## src/rtl/fwd_mux_reg_pkg.sv

```systemverilog
// Shared Y86 pipeline definitions for the decode->execute forwarding register:
// bubble default value and the stall/bubble control encoding.
package fwd_mux_reg_pkg;

  localparam logic [31:0] Y86_BUB_VAL = 32'h0000_0000;

  typedef enum logic [1:0] {
    CTL_LOAD     = 2'd0,
    CTL_BUBBLE   = 2'd1,
    CTL_STALL    = 2'd2,
    CTL_CONFLICT = 2'd3
  } pipe_ctl_e;

  // Stall dominates bubble; asserting both is a control conflict that still holds.
  function automatic pipe_ctl_e decode_ctl(input logic stall, input logic bubble);
    if (stall && bubble) return CTL_CONFLICT;
    else if (stall)      return CTL_STALL;
    else if (bubble)     return CTL_BUBBLE;
    else                 return CTL_LOAD;
  endfunction

endpackage

```

## src/rtl/fwd_mux_reg_prio_enc.sv

```systemverilog
// Combinational priority encoder: lowest-index asserted hit wins.
module prio_enc #(
  parameter int NSRC  = 4,
  parameter int SEL_W = 2
) (
  input  logic [NSRC-1:0]  src_hit,
  output logic             any_hit,
  output logic [SEL_W-1:0] idx
);

  // Scanning downward lets the lowest asserted index overwrite the others.
  always_comb begin
    any_hit = |src_hit;
    idx     = '0;
    for (int i = NSRC - 1; i >= 0; i--) begin
      if (src_hit[i]) idx = SEL_W'(i);
    end
  end

endmodule

```

## src/rtl/fwd_mux_reg.sv

```systemverilog
// N-source priority forwarding mux feeding a Y86 decode->execute pipeline
// register with stall/bubble control, a forwarding-event counter and error flag.
module fwd_mux_reg
  import fwd_mux_reg_pkg::*;
#(
  parameter int             W       = 32,
  parameter int             NSRC    = 4,
  parameter int             SEL_W   = 2,
  parameter logic [W-1:0]   BUB_VAL = W'(Y86_BUB_VAL),
  parameter int             CNT_W   = 16
) (
  input  logic              clk,
  input  logic              reset_n,
  input  logic [W-1:0]      dflt,
  input  logic [NSRC*W-1:0] src_data,
  input  logic [NSRC-1:0]   src_hit,
  input  logic              stall,
  input  logic              bubble,
  input  logic              cnt_clr,
  output logic [W-1:0]      q,
  output logic              q_fwd,
  output logic [SEL_W-1:0]  q_src,
  output logic [CNT_W-1:0]  fwd_cnt,
  output logic              ctl_err
);

  logic             any_hit_p0;
  logic [SEL_W-1:0] win_p0;
  logic [W-1:0]     sel_data_p0;
  pipe_ctl_e        ctl_p0;
  logic             fwd_load_p0;

  function automatic logic [CNT_W-1:0] sat_inc(input logic [CNT_W-1:0] c);
    return (&c) ? c : c + CNT_W'(1);
  endfunction

  // ---- stage p0: combinational select ----
  prio_enc #(
    .NSRC  (NSRC),
    .SEL_W (SEL_W)
  ) u_prio_enc (
    .src_hit (src_hit),
    .any_hit (any_hit_p0),
    .idx     (win_p0)
  );

  // Only the winning slice is ever routed, so unknowns on losing sources stay out of q.
  always_comb begin
    sel_data_p0 = dflt;
    for (int i = 0; i < NSRC; i++) begin
      if (any_hit_p0 && (win_p0 == SEL_W'(i))) sel_data_p0 = src_data[i*W +: W];
    end
  end

  assign ctl_p0      = decode_ctl(stall, bubble);
  assign fwd_load_p0 = (ctl_p0 == CTL_LOAD) && any_hit_p0;

  // ---- stage p1: pipeline register ----
  always_ff @(posedge clk or negedge reset_n) begin
    if (!reset_n) begin
      q     <= BUB_VAL;
      q_fwd <= 1'b0;
      q_src <= '0;
    end else begin
      unique case (ctl_p0)
        CTL_LOAD: begin
          q     <= sel_data_p0;
          q_fwd <= any_hit_p0;
          q_src <= win_p0;
        end
        CTL_BUBBLE: begin
          q     <= BUB_VAL;
          q_fwd <= 1'b0;
          q_src <= '0;
        end
        CTL_STALL, CTL_CONFLICT: begin
          q     <= q;
          q_fwd <= q_fwd;
          q_src <= q_src;
        end
        default: begin
          q     <= q;
          q_fwd <= q_fwd;
          q_src <= q_src;
        end
      endcase
    end
  end

  // Clear wins over both increment and stall.
  always_ff @(posedge clk or negedge reset_n) begin
    if (!reset_n)         fwd_cnt <= '0;
    else if (cnt_clr)     fwd_cnt <= '0;
    else if (fwd_load_p0) fwd_cnt <= sat_inc(fwd_cnt);
  end

  always_ff @(posedge clk or negedge reset_n) begin
    if (!reset_n)                    ctl_err <= 1'b0;
    else if (ctl_p0 == CTL_CONFLICT) ctl_err <= 1'b1;
  end

endmodule

```

## config.mk

```make
export PLATFORM = sky130hd
export DESIGN_NAME = fwd_mux_reg
export DESIGN_NICKNAME = d
export VERILOG_FILES = /design/src/rtl/fwd_mux_reg_pkg.sv /design/src/rtl/fwd_mux_reg_prio_enc.sv /design/src/rtl/fwd_mux_reg.sv
export SDC_FILE = /design/constraint.sdc
export NUM_CORES = 1
export LEC_CHECK = 0
export ABC_AREA = 0
export ABC_CLOCK_PERIOD_IN_PS = 2350
export CORE_AREA = 2 2 99 101
export DETAILED_ROUTE_END_ITERATION = 7
export DIE_AREA = 0 0 101 103
export GPL_TIMING_DRIVEN = 1
export PLACE_DENSITY = 0.8
export SYNTH_ARGS = -nofsm -noshare
export SYNTH_HDL_FRONTEND = slang
export SYNTH_HIERARCHICAL = 1
export SYNTH_SLANG_ARGS = --single-unit
```

## constraint.sdc

```tcl
create_clock -name clk -period 2.35 [get_ports clk]
set_input_delay 0.47 -clock clk [delete_from_list [all_inputs] [get_ports clk]]
set_output_delay 0.47 -clock clk [all_outputs]
set_load 0.02 [all_outputs]
```

==> metrics.txt <==
run status=completed; Post-DRT Antenna Nets=0; WL final=11900 um; Synth cell types=39; Starting Density=34.7%; Slew HR=68.2%; EDFF count, synth=0; CTS buffer count=5; Core Footprint=9460 sq um; worst path required time=2.54 ns; Mapped Nets=543; Primary FF master, synth=dfrtp_1; vias in the first global route=3820; PortBufs=220; synthesized flop and latch total=52; DR vias=3813; crit path capture type=flip-flop; row count=36; average size of a mapped cell=8.79 sq um; wire per inst=16.7 um; Global Route Usage Sum=22.6%; Crit Path Class=in -> reg; share of total power in combinational logic=35.9%; cell area power density=405 nW/um^2; Synth Cell Area=3280 sq um; FF-to-FF setup slack=0.42 ns; CP max stage cell=clkdlybuf4s50_1; Synth Area in Simple Gates=24.8%; Seq/Total Area, Yosys=39.7%; TritonCTS clock tree=yes; Die W=101 um; Hold Crit Class=reg -> reg; P_sw=683 uW; CTS sink cnt=52; post-synthesis mux area share=11.8%; Die Y=103 um; # IOs=221; layout cell share with drive strength beyond 1=7.37%; clock latency on the worst-skew pair=0.30 ns; drt via density=5.36; first-pass GRT wire length=18500 um; total die area=10400 sq um; clock power share=21.9%; Post-DP HPWL=9570 um; post-synthesis compound-gate area fraction=19.3%; Max rail drop VDD=207 uV; Clock Skew=0.00453 ns; worst endpoint data arrival time=2.35 ns; pin count of the biggest net entering global routing=41; max_cap viols=0; setup_tns=0 ns; Max clock buf depth=2; post-synthesis cell count=373; CP peak stage delay=0.50 ns; Max Transition Viols Final=0; critical path cell sequence=clkdlybuf4s50_1, nor2_1, nand2_1, nor3b_4, nand4_2, nor4_1, mux2_1; crit path time final=2.16 ns; Post-Synth XOR/XNOR Area=0%; root buffer cell=clkbuf_8; post-layout net count=766; # DRC=0; Iteration-0 DRC Markers=92; # H-tree levels=2; asr flop ratio synth=100%; setup violators final=0; ANT cells=0; Net Sw Frac=28.6%; area grow syn2layout=80.0%; RSZ-0062 raised after global routing=no; largest family of logic cells by synthesized area=simple AND/OR/NAND/NOR gates; initial antenna violation count=0; Final Cycle Share=91.8%; overflow left after global routing=0; Lkg Pwr=0.00242 uW; Worst setup SP type=input pin; Fmax=464 MHz; overall power=2390 uW; Syn. warnings=6; Int Power=1710 uW; number of hold violations in the final report=0; Worst-path clk slew=0.09 ns; sequential share of power=42.1%; Tightest Pin Transition=0.474 ns; area share of fa/ha/maj cells after synthesis=0.382%; gpl congestion=0.845; drt first pass iters=4; critical path peak fanout=8; Finished Core Util=62.4%
[kinds of logic after synthesis]
group | count (synthesis)
buf+inv | 34
mux | 38
compound gates | 88
flops | 52
fa+ha+maj | 1
simple gates | 160
[routing by layer]
layer  up-vias  GRT usage [%]  routed length [um]
met2       161           41.3                6260
met3        22           5.08                 879
met5         -              0                   0
li1       1828              -                   -
met1      1802           26.5                4490
met4         0           7.07                 256
[critical path, delay by kind of cell]
family	cells	cell delay, ns
and+or+nand+nor	5	1.01
buffers and inverters	1	0.50
muxes	1	0.37
[synth_stat cells (3+ instances only)]
master | number | area share (%)
mux2i_1 | 33 | 10
nand2_1 | 74 | 8.5
a22oi_1 | 32 | 7.3
or4_1 | 4 | 0.92
nor2_1 | 9 | 1.0
nor2b_1 | 7 | 1.3
o21ai_0 | 4 | 0.61
o31ai_1 | 4 | 0.92
mux2_1 | 5 | 1.7
or3_1 | 4 | 0.76
nand4_1 | 5 | 0.95
inv_1 | 4 | 0.46
buf_2 | 3 | 0.46
o211ai_1 | 32 | 7.3
dfrtp_1 | 52 | 40
nand3_1 | 33 | 5.0
clkbuf_1 | 25 | 2.9
nand2b_1 | 6 | 1.1
a21oi_1 | 8 | 1.2
nor3_1 | 4 | 0.61
[state kept, by name, indices dropped and copies added (netlist names)]
signal   cells
fwd_cnt     16
q           32
q_fwd        1
q_src        2
ctl_err      1
[worst paths after layout]
path | depth (start not counted) | startpoint | to
setup / recovery | 7 | src_hit[0] | fwd_cnt[13]
hold / removal | 1 | ctl_err | ctl_err
setup reg to reg | 4 | fwd_cnt[6] | fwd_cnt[13]
hold reg to reg | 1 | ctl_err | ctl_err
max in group asynchronous | 3 | reset_n | q[30]
min in group asynchronous | 2 | reset_n | q[3]
[final cells by class]
type / count / area (sq um)
clock inverters: 2 / 10.0
multi-input cells: 287 / 1870
inverters: 4 / 15.0
clock buffers: 6 / 82.6
flip-flops and latches: 52 / 1300
well taps: 114 / 143
fillers: 797 / 3560
repair buffers: 246 / 2480
[cells in the final DEF, fill, tap and decap left out, types with 6 or more instances in the layout]
| cell type | netlist | routed |
|---|---|---|
| nand2b_1 | 6 | 6 |
| o211ai_1 | 32 | 32 |
| nand3_1 | 33 | 33 |
| a21oi_1 | 8 | 8 |
| dfrtp_1 | 52 | 52 |
| buf_4 | 0 | 18 |
| mux2i_1 | 33 | 33 |
| nor2_1 | 9 | 9 |
| nand2_1 | 74 | 74 |
| clkbuf_8 | 0 | 6 |
| nor2b_1 | 7 | 6 |
| a22oi_1 | 32 | 32 |
| clkdlybuf4s50_1 | 0 | 218 |
| buf_12 | 0 | 7 |
[power groups by stage]
| stage | Clock [uW] | Sequential [uW] | Combinational [uW] |
|---|---|---|---|
| final | 524 | 1010 | 858 |
| after global routing | 582 | 1020 | 920 |
| after CTS | 540 | 1010 | 866 |
| after detailed placement | 0 | 1030 | 861 |
| after global placement | 0 | 1020 | 848 |
| after floorplan | 0 | 1110 | 216 |
[through the flow]
stage                     setup slack [ns]  instances  hold slack (ns)  cell area, sq um
after floorplan                      0.488        373            0.174              3280
after global placement              0.0211        702            0.286              5800
after detailed placement            -0.109        702            0.287              5800
after CTS                            0.220        711            0.481              5900
after global routing                 0.110        711            0.509              5900
final                                0.194        711            0.482              5900
[timing repair]
| item | CTS | global route |
|---|---|---|
| hold endpoints to repair | 3 | 0 |
| setup buffers | 0 | 0 |
| hold buffers | 1 | 0 |
| resized for setup | 0 | 0 |
| setup endpoints to repair | 0 | 0 |
No activity file was read; power rests on OpenSTA's default activity.
